## src/rtl/sram_pkt_ctrl.sv

```systemverilog
`default_nettype none
// ============================================================================
//  Module   : sram_pkt_ctrl
//  Brief    : Packet-driven controller for a bank of SRAM macros. Decodes one
//             command packet per handshake into one-cycle per-block strobes on
//             the R/W and RO ports, collects read data after READ_LATENCY
//             edges and returns it over a valid/ready response channel.
//  Optional : define SRAM_PKT_CTRL_PERF_EN to add saturating wr_count and
//             rd_count performance counters.
//  Revision : 1.0 - initial release
// ============================================================================
module sram_pkt_ctrl #(
  parameter int RAM_BLOCKS   = 4,
  parameter int BSEL_W       = 2,
  parameter int ADDR_WIDTH   = 8,
  parameter int DATA_WIDTH   = 32,
  parameter int READ_LATENCY = 1,
  localparam int MASK_W      = DATA_WIDTH / 8,
  localparam int PKT_W       = 2 + BSEL_W + MASK_W + ADDR_WIDTH + DATA_WIDTH
) (
  input  logic                           clk_in,
  input  logic                           reset_n,
  input  logic                           pkt_valid,
  output logic                           pkt_ready,
  input  logic [PKT_W-1:0]               packet,
  output logic [RAM_BLOCKS-1:0]          chip_select,
  output logic [RAM_BLOCKS-1:0]          write_en,
  output logic [RAM_BLOCKS*MASK_W-1:0]   write_mask,
  output logic [ADDR_WIDTH-1:0]          addr,
  output logic [DATA_WIDTH-1:0]          data,
  output logic [RAM_BLOCKS-1:0]          read_enable,
  output logic [ADDR_WIDTH-1:0]          read_addr,
  input  logic [RAM_BLOCKS*DATA_WIDTH-1:0] rw_read_data,
  input  logic [RAM_BLOCKS*DATA_WIDTH-1:0] read_data,
  output logic                           resp_valid,
  input  logic                           resp_ready,
  output logic [DATA_WIDTH-1:0]          resp_data,
`ifdef SRAM_PKT_CTRL_PERF_EN
  output logic [15:0]                    wr_count,
  output logic [15:0]                    rd_count,
`endif
  output logic [7:0]                     err_count
);

  // Opcodes
  localparam logic [1:0] c_op_nop   = 2'b00;
  localparam logic [1:0] c_op_write = 2'b01;
  localparam logic [1:0] c_op_rd_rw = 2'b10;
  localparam logic [1:0] c_op_rd_ro = 2'b11;

  // FSM states
  localparam logic [1:0] c_st_idle  = 2'd0;
  localparam logic [1:0] c_st_issue = 2'd1;
  localparam logic [1:0] c_st_wait  = 2'd2;
  localparam logic [1:0] c_st_resp  = 2'd3;

  // One extra bit so the limit fits even when RAM_BLOCKS == 2**BSEL_W
  localparam logic [BSEL_W:0] c_blk_lim = (BSEL_W + 1)'(RAM_BLOCKS);
  localparam logic [2:0]      c_lat     = 3'(READ_LATENCY);

  // Packet fields, MSB first
  logic [1:0]            w_pkt_op;
  logic [BSEL_W-1:0]     w_pkt_blk;
  logic [MASK_W-1:0]     w_pkt_mask;
  logic [ADDR_WIDTH-1:0] w_pkt_addr;
  logic [DATA_WIDTH-1:0] w_pkt_wdata;

  assign w_pkt_op    = packet[PKT_W-1 -: 2];
  assign w_pkt_blk   = packet[PKT_W-3 -: BSEL_W];
  assign w_pkt_mask  = packet[ADDR_WIDTH+DATA_WIDTH +: MASK_W];
  assign w_pkt_addr  = packet[DATA_WIDTH +: ADDR_WIDTH];
  assign w_pkt_wdata = packet[DATA_WIDTH-1:0];

  logic [1:0]              r_state;
  logic [1:0]              w_state_nxt;
  logic                    r_pkt_ready;
  logic [1:0]              r_op;
  logic [BSEL_W-1:0]       r_blk;
  logic [2:0]              r_cnt;
  logic [RAM_BLOCKS-1:0]   r_cs;
  logic [RAM_BLOCKS-1:0]   r_we;
  logic [RAM_BLOCKS*MASK_W-1:0] r_wm;
  logic [RAM_BLOCKS-1:0]   r_re;
  logic [ADDR_WIDTH-1:0]   r_addr;
  logic [DATA_WIDTH-1:0]   r_data;
  logic [ADDR_WIDTH-1:0]   r_raddr;
  logic                    r_resp_valid;
  logic [DATA_WIDTH-1:0]   r_resp_data;
  logic [7:0]              r_err_count;

  logic                    w_accept;
  logic                    w_blk_ok;
  logic                    w_issue;
  logic                    w_reject;
  logic [RAM_BLOCKS-1:0]   w_sel;
  logic [RAM_BLOCKS-1:0]   w_cs_nxt;
  logic [RAM_BLOCKS-1:0]   w_we_nxt;
  logic [RAM_BLOCKS*MASK_W-1:0] w_wm_nxt;
  logic [RAM_BLOCKS-1:0]   w_re_nxt;
  logic [ADDR_WIDTH-1:0]   w_addr_nxt;
  logic [DATA_WIDTH-1:0]   w_data_nxt;
  logic [ADDR_WIDTH-1:0]   w_raddr_nxt;
  logic [DATA_WIDTH-1:0]   w_rd_slice;

  // Invalid block numbers are rejected before the opcode is considered
  assign w_accept = (r_state == c_st_idle) && r_pkt_ready && pkt_valid;
  assign w_blk_ok = ({1'b0, w_pkt_blk} < c_blk_lim);
  assign w_issue  = w_accept && w_blk_ok && (w_pkt_op != c_op_nop);
  assign w_reject = w_accept && !w_blk_ok;

  // State register
  always_ff @(posedge clk_in or negedge reset_n) begin
    if (!reset_n) begin
      r_state <= c_st_idle;
    end else begin
      r_state <= w_state_nxt;
    end
  end

  // Next-state decode
  always_comb begin
    w_state_nxt = r_state;
    case (r_state)
      c_st_idle:  if (w_issue) w_state_nxt = c_st_issue;
      c_st_issue: w_state_nxt = (r_op == c_op_write) ? c_st_idle : c_st_wait;
      c_st_wait:  if (r_cnt == 3'd1) w_state_nxt = c_st_resp;
      c_st_resp:  if (resp_ready) w_state_nxt = c_st_idle;
      default:    w_state_nxt = c_st_idle;
    endcase
  end

  // Next values of the SRAM-side registers; strobes land in the ISSUE cycle
  always_comb begin
    w_sel       = '0;
    w_cs_nxt    = '0;
    w_we_nxt    = '0;
    w_wm_nxt    = '0;
    w_re_nxt    = '0;
    w_addr_nxt  = r_addr;
    w_data_nxt  = r_data;
    w_raddr_nxt = r_raddr;
    for (int b = 0; b < RAM_BLOCKS; b++) begin
      w_sel[b] = (w_pkt_blk == BSEL_W'(b));
    end
    if (w_issue) begin
      case (w_pkt_op)
        c_op_write: begin
          w_cs_nxt   = w_sel;
          w_we_nxt   = w_sel;
          w_addr_nxt = w_pkt_addr;
          w_data_nxt = w_pkt_wdata;
          for (int b = 0; b < RAM_BLOCKS; b++) begin
            w_wm_nxt[b*MASK_W +: MASK_W] = w_sel[b] ? w_pkt_mask : '0;
          end
        end
        c_op_rd_rw: begin
          w_cs_nxt   = w_sel;
          w_addr_nxt = w_pkt_addr;
        end
        c_op_rd_ro: begin
          w_re_nxt    = w_sel;
          w_raddr_nxt = w_pkt_addr;
        end
        default: ;
      endcase
    end
  end

  // Read-data slice of the block being read, from the port that was strobed
  always_comb begin
    w_rd_slice = '0;
    for (int b = 0; b < RAM_BLOCKS; b++) begin
      if (r_blk == BSEL_W'(b)) begin
        w_rd_slice = (r_op == c_op_rd_ro) ? read_data[b*DATA_WIDTH +: DATA_WIDTH]
                                          : rw_read_data[b*DATA_WIDTH +: DATA_WIDTH];
      end
    end
  end

  // Output registers, command latch, latency counter, response and error count
  always_ff @(posedge clk_in or negedge reset_n) begin
    if (!reset_n) begin
      r_pkt_ready  <= 1'b0;
      r_op         <= c_op_nop;
      r_blk        <= '0;
      r_cnt        <= '0;
      r_cs         <= '0;
      r_we         <= '0;
      r_wm         <= '0;
      r_re         <= '0;
      r_addr       <= '0;
      r_data       <= '0;
      r_raddr      <= '0;
      r_resp_valid <= 1'b0;
      r_resp_data  <= '0;
      r_err_count  <= '0;
    end else begin
      r_pkt_ready <= (w_state_nxt == c_st_idle);
      r_cs        <= w_cs_nxt;
      r_we        <= w_we_nxt;
      r_wm        <= w_wm_nxt;
      r_re        <= w_re_nxt;
      r_addr      <= w_addr_nxt;
      r_data      <= w_data_nxt;
      r_raddr     <= w_raddr_nxt;
      if (w_issue) begin
        r_op  <= w_pkt_op;
        r_blk <= w_pkt_blk;
      end
      if (r_state == c_st_issue) begin
        r_cnt <= c_lat;
      end else if (r_state == c_st_wait) begin
        r_cnt <= r_cnt - 3'd1;
      end
      if ((r_state == c_st_wait) && (r_cnt == 3'd1)) begin
        r_resp_valid <= 1'b1;
        r_resp_data  <= w_rd_slice;
      end else if (r_resp_valid && resp_ready) begin
        r_resp_valid <= 1'b0;
      end
      if (w_reject && (r_err_count != 8'hFF)) begin
        r_err_count <= r_err_count + 8'd1;
      end
    end
  end

`ifdef SRAM_PKT_CTRL_PERF_EN
  logic [15:0] r_wr_count;
  logic [15:0] r_rd_count;

  // Saturating per-operation counters, stepped once per ISSUE cycle
  always_ff @(posedge clk_in or negedge reset_n) begin
    if (!reset_n) begin
      r_wr_count <= '0;
      r_rd_count <= '0;
    end else if (r_state == c_st_issue) begin
      if (r_op == c_op_write) begin
        if (r_wr_count != 16'hFFFF) r_wr_count <= r_wr_count + 16'd1;
      end else begin
        if (r_rd_count != 16'hFFFF) r_rd_count <= r_rd_count + 16'd1;
      end
    end
  end

  assign wr_count = r_wr_count;
  assign rd_count = r_rd_count;
`endif

  assign pkt_ready   = r_pkt_ready;
  assign chip_select = r_cs;
  assign write_en    = r_we;
  assign write_mask  = r_wm;
  assign addr        = r_addr;
  assign data        = r_data;
  assign read_enable = r_re;
  assign read_addr   = r_raddr;
  assign resp_valid  = r_resp_valid;
  assign resp_data   = r_resp_data;
  assign err_count   = r_err_count;

endmodule
`default_nettype wire
```

## config.mk

```make
export PLATFORM = sky130hd
export DESIGN_NAME = sram_pkt_ctrl
export DESIGN_NICKNAME = d
export VERILOG_FILES = /design/src/rtl/sram_pkt_ctrl.sv
export SDC_FILE = /design/constraint.sdc
export NUM_CORES = 1
export LEC_CHECK = 0
export CAP_MARGIN = 20
export CORE_AREA = 3 3 166 168
export CTS_CLUSTER_DIAMETER = 200
export DETAILED_ROUTE_END_ITERATION = 12
export DIE_AREA = 0 0 169 171
export GPL_TIMING_DRIVEN = 0
export PLACE_DENSITY = 0.56
export SYNTH_ARGS = -nofsm -noshare
export SYNTH_HDL_FRONTEND = slang
export SYNTH_SLANG_ARGS = --single-unit
```

## constraint.sdc

```tcl
create_clock -name clk_in -period 2.6 [get_ports clk_in]
set_input_delay 0.52 -clock clk_in [delete_from_list [all_inputs] [get_ports clk_in]]
set_output_delay 0.52 -clock clk_in [all_outputs]
set_load 0.05 [all_outputs]
```

==> run_summary.xml, run 1 <==
<?xml version="1.0" encoding="UTF-8"?>
<metrics>
  <group name="run_status">
    <metric name="outcome" unit="">finished clean</metric>
  </group>
  <group name="pwr">
    <metric name="ir_drop" unit="uV">1027</metric>
    <metric name="pwr_density_cell" unit="nW/um^2">1089</metric>
    <metric name="report.power.total" unit="mW">12.82</metric>
    <metric name="p_leak" unit="nW">4.774</metric>
  </group>
  <group name="logic_synthesis">
    <metric name="proportion_of_netlist_area_held_by_the_largest_area_contributor" unit="%">45.88</metric>
    <metric name="share_of_async_settable_or_async_resettable_flops_after_synthesis" unit="%">100.0</metric>
    <metric name="synthesis.area" unit="um^2">6491</metric>
    <metric name="post_synth_inst_count" unit="">557</metric>
    <metric name="ys.warnings.count" unit="">0</metric>
    <metric name="yosys.cell_count.top_type" unit="">sky130_fd_sc_hd__dfrtp_1</metric>
    <metric name="synth_edf_count" unit="">0</metric>
    <metric name="synth.ff_latch_count" unit="">119</metric>
    <metric name="yosysTopAreaCell" unit="">sky130_fd_sc_hd__dfrtp_1</metric>
    <metric name="ys_dominant_reg_cell" unit="">sky130_fd_sc_hd__dfrtp_1</metric>
    <metric name="synth_top_area_cells" unit="">sky130_fd_sc_hd__dfrtp_1 (46%), sky130_fd_sc_hd__mux2i_1 (12%), sky130_fd_sc_hd__mux2_2 (10%)</metric>
    <metric name="synth-seq-area-share" unit="%">45.88</metric>
    <metric name="yosysUniqueCellTypes" unit="">33</metric>
    <metric name="avgSynthCellArea" unit="um^2">11.65</metric>
    <metric name="top_post_synthesis_cells_by_count" unit="">sky130_fd_sc_hd__dfrtp_1 (119), sky130_fd_sc_hd__mux2i_1 (80), sky130_fd_sc_hd__mux2_2 (60), sky130_fd_sc_hd__o22ai_1 (41), sky130_fd_sc_hd__nand2_1 (28)</metric>
  </group>
  <group name="drt">
    <metric name="first_iter_violations" unit="">382</metric>
    <metric name="via_count" unit="">6360</metric>
    <metric name="routedWlPerCell" unit="um">22.32</metric>
    <metric name="wirelength" unit="mm">30.15</metric>
    <metric name="drt_drc_violations_left" unit="">0</metric>
    <metric name="dr.pass1.iters" unit="">7</metric>
    <metric name="viasPerCell" unit="">4.708</metric>
    <metric name="drtAntennaViolNets" unit="">0</metric>
  </group>
  <group name="global_routing">
    <metric name="grt_antenna_before_repair" unit="">2</metric>
    <metric name="globalRoute.totalOverflow" unit="">0</metric>
    <metric name="vias_in_the_first_global_route" unit="">6700</metric>
    <metric name="grt_max_degree" unit="">92</metric>
    <metric name="grt_usage" unit="%">19.87</metric>
    <metric name="grt_first_pass_wirelength" unit="mm">43.14</metric>
  </group>
  <group name="sta">
    <metric name="final_period_minus_worst_setup_slack" unit="ns">2.204</metric>
    <metric name="finalSetupViolCount" unit="">0</metric>
    <metric name="holdWs" unit="ns">0.4826</metric>
    <metric name="maxSlewHeadroom" unit="%">54.21</metric>
    <metric name="fin_skew" unit="ns">0.01436</metric>
    <metric name="layout_worst_path_cycle_share" unit="%">84.76</metric>
    <metric name="final-hold-violation-count" unit="">0</metric>
    <metric name="grt_setup_unrepaired" unit="">no</metric>
    <metric name="max_slew.worst_pin.slew" unit="ns">0.6869</metric>
    <metric name="final_max_slew_viol_count" unit="">0</metric>
    <metric name="fmax" unit="MHz">453.8</metric>
    <metric name="fin_tns_setup" unit="ns">0</metric>
  </group>
  <group name="setup_path">
    <metric name="slowest_delay" unit="ns">0.59</metric>
    <metric name="reg2reg_setup_slack" unit="ns">0.40</metric>
    <metric name="cpMostUsedCell" unit="">sky130_fd_sc_hd__clkbuf_1</metric>
    <metric name="cp_data_required_time" unit="ns">2.85</metric>
    <metric name="worst-endpoint-arrival" unit="ns">2.46</metric>
    <metric name="timing_worst_setup_path_type" unit="">reg -&gt; reg</metric>
    <metric name="path_cells" unit="">inv_1 -&gt; ha_1 -&gt; nand3b_1 -&gt; clkbuf_1 -&gt; clkbuf_1 -&gt; o21ai_0</metric>
    <metric name="cp_max_fo" unit="">10</metric>
    <metric name="worstSetupStartpointType" unit="">flop</metric>
    <metric name="cp-end-kind" unit="">flop</metric>
    <metric name="worst_path_max_delay_cell" unit="">sky130_fd_sc_hd__clkbuf_1</metric>
    <metric name="critical_path.startpoint" unit="">r_state[0]</metric>
    <metric name="reg2reg_from" unit="">r_state[0]</metric>
    <metric name="worstRegToRegCells" unit="">6</metric>
    <metric name="r2r_end" unit="">resp_valid</metric>
    <metric name="worst_setup_path_endpoint" unit="">resp_valid</metric>
  </group>
  <group name="die">
    <metric name="dieHeight" unit="um">171</metric>
    <metric name="design.core.area" unit="um^2">26060</metric>
    <metric name="initial_core_util" unit="%">24.91</metric>
    <metric name="die-area" unit="um^2">28900</metric>
    <metric name="fp-row-count" unit="">59</metric>
    <metric name="die_w" unit="um">169</metric>
    <metric name="floorplan.io_pins" unit="">426</metric>
  </group>
  <group name="finish">
    <metric name="final_area" unit="um^2">11780</metric>
    <metric name="layout-drive-gt1-share" unit="%">13.60</metric>
    <metric name="fillers" unit="">2495</metric>
    <metric name="flow.area_growth_from_synthesis" unit="%">81.42</metric>
    <metric name="num-nets-final" unit="">1319</metric>
    <metric name="final_core_util" unit="%">45.19</metric>
  </group>
  <group name="clocking">
    <metric name="ctsHtreeMaxLevel" unit="">4</metric>
    <metric name="clock-sinks" unit="">119</metric>
    <metric name="clock_latency_late_sink" unit="ns">0.42</metric>
    <metric name="cts_tree" unit="">built</metric>
    <metric name="post_cts_repair_resize_count" unit="">0</metric>
    <metric name="clkSlewWorstSetupHoldPaths" unit="ns">0.07</metric>
    <metric name="tritoncts.num_buffers" unit="">17</metric>
    <metric name="post-cts-setup-buffers" unit="">0</metric>
    <metric name="cts_root_buffer" unit="">sky130_fd_sc_hd__clkbuf_16</metric>
    <metric name="max-clock-path-buffers" unit="">2</metric>
  </group>
  <group name="place">
    <metric name="dpl-instance-area" unit="um^2">11140</metric>
    <metric name="dp_hpwl" unit="mm">24.08</metric>
    <metric name="io_buffer_count" unit="">417</metric>
    <metric name="routabilityCongestion" unit="">0.7864</metric>
  </group>
  <group name="min_path">
    <metric name="hold_path_class" unit="">reg -&gt; reg</metric>
  </group>
  <group name="run">
    <metric name="max_cap_viol_count" unit="">0</metric>
  </group>
</metrics>
-- flip-flops by register name, indices dropped and copies added, names as in the netlist --
register and count:
addr 8, chip_select 4, data 32, pkt_ready 1, r_blk 2, r_cnt 3
r_op 2, r_state 2, read_addr 8, read_enable 4, resp_data 32, resp_valid 1
write_en 4, write_mask 16
-- what timing repair did --
action / 4_1_cts / 5_1_grt
endpoints found under the hold margin: 28 / 0
hold buffers: 1 / 0
endpoints found under the setup margin: 0 / 0
-- final cells by class --
type	count	area [um^2]	area share (%)
Multi-Input combinational cell	386	3216	27.31
Inverter	8	30.03	0.2550
Clock buffer	17	425.4	3.612
Tap cell	335	419.2	3.559
Sequential cell	119	2978	25.29
Antenna cell	1	2.502	0.02125
Clock inverter	15	198.9	1.689
Buffer	51	294.0	2.497
Timing Repair Buffer	419	4213	35.77
-- critical path: cells and delay by family, from the launching register on --
kind | cells | cell delay, ns
AOI/OAI and AO/OA | 1 | 0.17
adders and majority gates | 1 | 0.24
buffers and inverters | 3 | 1.13
DFF | 1 | 0.38
and+or+nand+nor | 1 | 0.13
-- per-stage QoR --
step                      setup slack, ns  cells
final                              0.3964   1351
after global routing              0.09764   1351
after CTS                          0.2259   1350
after detailed placement         -0.05002   1317
after global placement             -4.231   1316
after floorplan                    0.7392    564
-- worst min-delay path by stage --
stage                  start             to  slack (ns)  cells after the start
3_5_place_dp         reset_n   resp_data[1]        0.43                      1
3_3_place_gp   resp_data[12]  resp_data[12]        0.47                      2
4_1_cts        resp_data[12]  resp_data[12]        0.49                      2
5_1_grt        resp_data[13]  resp_data[13]        0.52                      2
2_1_floorplan        reset_n        addr[0]        0.22                      0
6_report       resp_data[12]  resp_data[12]        0.48                      2
-- power by group --
part	internal [mW]	switching [mW]	leakage (nW)	total (mW)
clock network	1.47	1.05	0.307	2.53
registers	2.55	0.417	1.50	2.97
logic	2.92	4.41	2.97	7.33
total	6.95	5.88	4.77	12.8
-- cells by family (layout without fill, tap and decap cells) --
logic type / Yosys count / count (layout) / synth area share, %
muxes: 152 / 152 / 25.40
adders and majority gates: 9 / 9 / 1.735
other: 1 / 9 / 0.05777
and+or+nand+nor: 96 / 96 / 7.807
DFF: 119 / 119 / 45.88
buffers and inverters: 59 / 510 / 4.992
AOI/OAI and AO/OA: 121 / 121 / 14.13
-- per-layer routing --
metal  GRT usage [%]  wire [um]  vias up
met5               0         13        -
met4           4.199        343        2
met3           6.885       2791       22
met2           35.17      15160      306
met1           23.44      11840     3055
li1                -          -     2975
-- layout by cell type (no fill, tap or decap), types with 2 or more instances in the layout --
master and instances:
sky130_fd_sc_hd__clkbuf_1 20, sky130_fd_sc_hd__o31a_1 20, sky130_fd_sc_hd__clkinv_8 2, sky130_fd_sc_hd__buf_2 13, sky130_fd_sc_hd__dfrtp_1 119, sky130_fd_sc_hd__nand2b_1 25, sky130_fd_sc_hd__mux2_4 10, sky130_fd_sc_hd__nor2_1 13
sky130_fd_sc_hd__mux2_2 60, sky130_fd_sc_hd__clkdlybuf4s50_1 416, sky130_fd_sc_hd__a222oi_1 12, sky130_fd_sc_hd__inv_8 4, sky130_fd_sc_hd__nor3_1 2, sky130_fd_sc_hd__buf_6 6, sky130_fd_sc_hd__nand2_1 28, sky130_fd_sc_hd__mux2_1 2
sky130_fd_sc_hd__a221o_1 24, sky130_fd_sc_hd__bufinv_16 2, sky130_fd_sc_hd__a21oi_1 3, sky130_fd_sc_hd__clkinv_4 2, sky130_fd_sc_hd__nor2b_1 3, sky130_fd_sc_hd__inv_1 8, sky130_fd_sc_hd__conb_1 8, sky130_fd_sc_hd__o21ai_0 7
sky130_fd_sc_hd__inv_6 5, sky130_fd_sc_hd__ha_1 9, sky130_fd_sc_hd__o21ai_1 12, sky130_fd_sc_hd__o22ai_1 41, sky130_fd_sc_hd__mux2i_1 80, sky130_fd_sc_hd__buf_4 13, sky130_fd_sc_hd__clkbuf_16 17, sky130_fd_sc_hd__and2_1 19
Power figures use the tool's default switching activity.
==> run 2: changes to the inputs <==
--- a/config.mk
+++ b/config.mk
@@ -6,12 +6,12 @@
 export NUM_CORES = 1
 export LEC_CHECK = 0
 export CAP_MARGIN = 20
-export CORE_AREA = 3 3 166 168
+export CORE_AREA = 3 3 162 164
 export CTS_CLUSTER_DIAMETER = 200
 export DETAILED_ROUTE_END_ITERATION = 12
-export DIE_AREA = 0 0 169 171
+export DIE_AREA = 0 0 165 167
 export GPL_TIMING_DRIVEN = 0
-export PLACE_DENSITY = 0.56
+export PLACE_DENSITY = 0.6
 export SYNTH_ARGS = -nofsm -noshare
 export SYNTH_HDL_FRONTEND = slang
 export SYNTH_SLANG_ARGS = --single-unit
==> constraint.sdc (replaced) <==
create_clock -name clk_in -period 2 [get_ports clk_in]
set_input_delay 0.4 -clock clk_in [delete_from_list [all_inputs] [get_ports clk_in]]
set_output_delay 0.4 -clock clk_in [all_outputs]
set_load 0.05 [all_outputs]
==> run_summary.xml, run 2 (synthesized netlist as in run 1, its figures left out) <==
<?xml version="1.0" encoding="UTF-8"?>
<metrics>
  <group name="run_status">
    <metric name="outcome" unit="">finished clean</metric>
  </group>
  <group name="sta">
    <metric name="fmax" unit="MHz">511.8</metric>
    <metric name="layout_worst_path_cycle_share" unit="%">97.70</metric>
    <metric name="final_period_minus_worst_setup_slack" unit="ns">1.954</metric>
    <metric name="finalSetupViolCount" unit="">0</metric>
    <metric name="final-hold-violation-count" unit="">0</metric>
    <metric name="grt_setup_unrepaired" unit="">yes</metric>
    <metric name="final_max_slew_viol_count" unit="">0</metric>
    <metric name="maxSlewHeadroom" unit="%">56.53</metric>
    <metric name="max_slew.worst_pin.slew" unit="ns">0.6520</metric>
    <metric name="fin_skew" unit="ns">0.01064</metric>
    <metric name="holdWs" unit="ns">0.4796</metric>
    <metric name="post-route-worst-setup-slack" unit="ns">0.04597</metric>
  </group>
  <group name="run">
    <metric name="max_cap_viol_count" unit="">0</metric>
  </group>
  <group name="setup_path">
    <metric name="slowest_delay" unit="ns">0.81</metric>
    <metric name="critical_path_buf_inv_count" unit="">1</metric>
    <metric name="timing_worst_setup_path_type" unit="">reg -&gt; out</metric>
    <metric name="worst-endpoint-arrival" unit="ns">1.55</metric>
    <metric name="path_cells" unit="">clkdlybuf4s50_1</metric>
    <metric name="worstRegToRegCells" unit="">7</metric>
    <metric name="worst_path_dominant_cell_family" unit="">buffers and inverters</metric>
    <metric name="worst_path_max_delay_cell" unit="">sky130_fd_sc_hd__clkdlybuf4s50_1</metric>
    <metric name="worst-path-stages" unit="">1</metric>
    <metric name="cp-end-kind" unit="">output port</metric>
    <metric name="cp_data_required_time" unit="ns">1.60</metric>
    <metric name="cp_max_fo" unit="">2</metric>
    <metric name="worstSetupStartpointType" unit="">flop</metric>
  </group>
  <group name="global_routing">
    <metric name="grt_first_pass_wirelength" unit="mm">42.03</metric>
    <metric name="grt_max_degree" unit="">63</metric>
    <metric name="grt_antenna_before_repair" unit="">4</metric>
    <metric name="vias_in_the_first_global_route" unit="">6770</metric>
    <metric name="grt_usage" unit="%">20.43</metric>
    <metric name="globalRoute.totalOverflow" unit="">0</metric>
  </group>
  <group name="die">
    <metric name="initial_core_util" unit="%">25.93</metric>
    <metric name="floorplan.io_pins" unit="">426</metric>
    <metric name="fp-row-count" unit="">58</metric>
    <metric name="die-area" unit="um^2">27560</metric>
    <metric name="dieHeight" unit="um">167</metric>
    <metric name="design.core.area" unit="um^2">25040</metric>
    <metric name="die_w" unit="um">165</metric>
  </group>
  <group name="clocking">
    <metric name="cts_tree" unit="">built</metric>
    <metric name="clock-sinks" unit="">119</metric>
    <metric name="cts_root_buffer" unit="">sky130_fd_sc_hd__clkbuf_16</metric>
    <metric name="tritoncts.num_buffers" unit="">17</metric>
    <metric name="ctsHtreeMaxLevel" unit="">4</metric>
    <metric name="clock_latency_late_sink" unit="ns">0.41</metric>
    <metric name="max-clock-path-buffers" unit="">2</metric>
    <metric name="clkSlewWorstSetupHoldPaths" unit="ns">0.06</metric>
  </group>
  <group name="place">
    <metric name="io_buffer_count" unit="">417</metric>
    <metric name="dp.cells" unit="">1312</metric>
    <metric name="dp_hpwl" unit="mm">23.18</metric>
    <metric name="routabilityCongestion" unit="">0.8316</metric>
    <metric name="dp_worst_setup_slack" unit="ns">-0.5136</metric>
    <metric name="dpl-instance-area" unit="um^2">11130</metric>
  </group>
  <group name="drt">
    <metric name="via_count" unit="">6323</metric>
    <metric name="drt_drc_violations_left" unit="">0</metric>
    <metric name="wirelength" unit="mm">29.53</metric>
    <metric name="routedWlPerCell" unit="um">21.88</metric>
    <metric name="viasPerCell" unit="">4.684</metric>
    <metric name="drtAntennaViolNets" unit="">0</metric>
    <metric name="first_iter_violations" unit="">345</metric>
    <metric name="dr.pass1.iters" unit="">4</metric>
  </group>
  <group name="finish">
    <metric name="finish.cell_count_without_fillers" unit="">1350</metric>
    <metric name="num-nets-final" unit="">1321</metric>
    <metric name="final_common_cell" unit="">sky130_fd_sc_hd__clkdlybuf4s50_1</metric>
    <metric name="final_area" unit="um^2">11920</metric>
    <metric name="flow.area_growth_from_synthesis" unit="%">83.67</metric>
    <metric name="layout_common_cells" unit="">sky130_fd_sc_hd__clkdlybuf4s50_1 (324), sky130_fd_sc_hd__dfrtp_1 (117), sky130_fd_sc_hd__mux2i_1 (80), sky130_fd_sc_hd__mux2_2 (60), sky130_fd_sc_hd__dlymetal6s2s_1 (52)</metric>
    <metric name="layout-drive-gt1-share" unit="%">14.65</metric>
  </group>
  <group name="pwr">
    <metric name="pwr_density_cell" unit="nW/um^2">1371</metric>
    <metric name="ir_drop" unit="uV">861.7</metric>
    <metric name="report.power.total" unit="mW">16.35</metric>
    <metric name="p_leak" unit="nW">5.567</metric>
  </group>
  <group name="min_path">
    <metric name="hold_path_class" unit="">reg -&gt; reg</metric>
    <metric name="holdPathStages" unit="">2</metric>
  </group>
</metrics>
==> run 2: cell types whose count changed in the layout (fill, tap and decap cells not counted), moves of 4 or more <==
| cell | delta |
|---|---|
| sky130_fd_sc_hd__buf_2 | -6 |
| sky130_fd_sc_hd__buf_6 | +4 |
| sky130_fd_sc_hd__clkbuf_1 | -7 |
| sky130_fd_sc_hd__clkbuf_2 | +5 |
| sky130_fd_sc_hd__clkdlybuf4s50_1 | -92 |
| sky130_fd_sc_hd__dlygate4sd2_1 | +40 |
| sky130_fd_sc_hd__dlymetal6s2s_1 | +52 |
| sky130_fd_sc_hd__inv_8 | -4 |
==> run 2: path summary, 6_finish.rpt <==
kind	startpoint	to	slack [ns]
worst max-delay path	data[20]	data[20]	0.05
worst min-delay path	resp_data[18]	resp_data[18]	0.48
worst max register to register	r_state[0]	data[25]	0.07
worst min register to register	resp_data[18]	resp_data[18]	0.48
max in group asynchronous	reset_n	r_blk[1]	0.74
min in group asynchronous	reset_n	data[10]	0.52
==> run 2: final cells by class <==
class / count / area [um^2]
fill: 2402 / 13110
timing repair buffer: 422 / 4325
multi-input combinational: 386 / 3221
sequential: 119 / 2980
clock buffer: 18 / 429.2
tap: 330 / 412.9
buffer: 50 / 356.6
clock inverter: 14 / 160.2
inverter: 8 / 30.03
antenna: 3 / 7.507
==> run 2: power by group <==
part           total, mW  internal (mW)  leakage [nW]  switching [mW]
logic               9.39           3.60          3.79            5.79
clock network       3.14           1.87         0.288            1.27
registers           3.82           3.32          1.49           0.497
total               16.4           8.80          5.57            7.55
==> run 2: stage by stage <==
step	util, %	TNS, ns
final	47.62	0
after global routing	47.62	-0.9071
after CTS	46.74	-0.01265
after detailed placement	44.47	-35.69
after global placement	44.35	-568.38
after floorplan	-	0
==> run 2: repair_timing <==
action / 4_1_cts / 5_1_grt
setup buffers: 0 / 3
endpoints found under the hold margin: 55 / 0
pin swaps: 1 / 3
endpoints found under the setup margin: 111 / 136
resized for setup: 49 / 81
hold buffers: 1 / 0
==> run 2: metal layers <==
layer	up-vias	share of wire, %	GRT usage, %
met5	-	0.044	0
met4	2	1.4	5.434
met3	28	11	8.308
met2	306	48	33.84
met1	3018	40	24.44
li1	2969	-	-
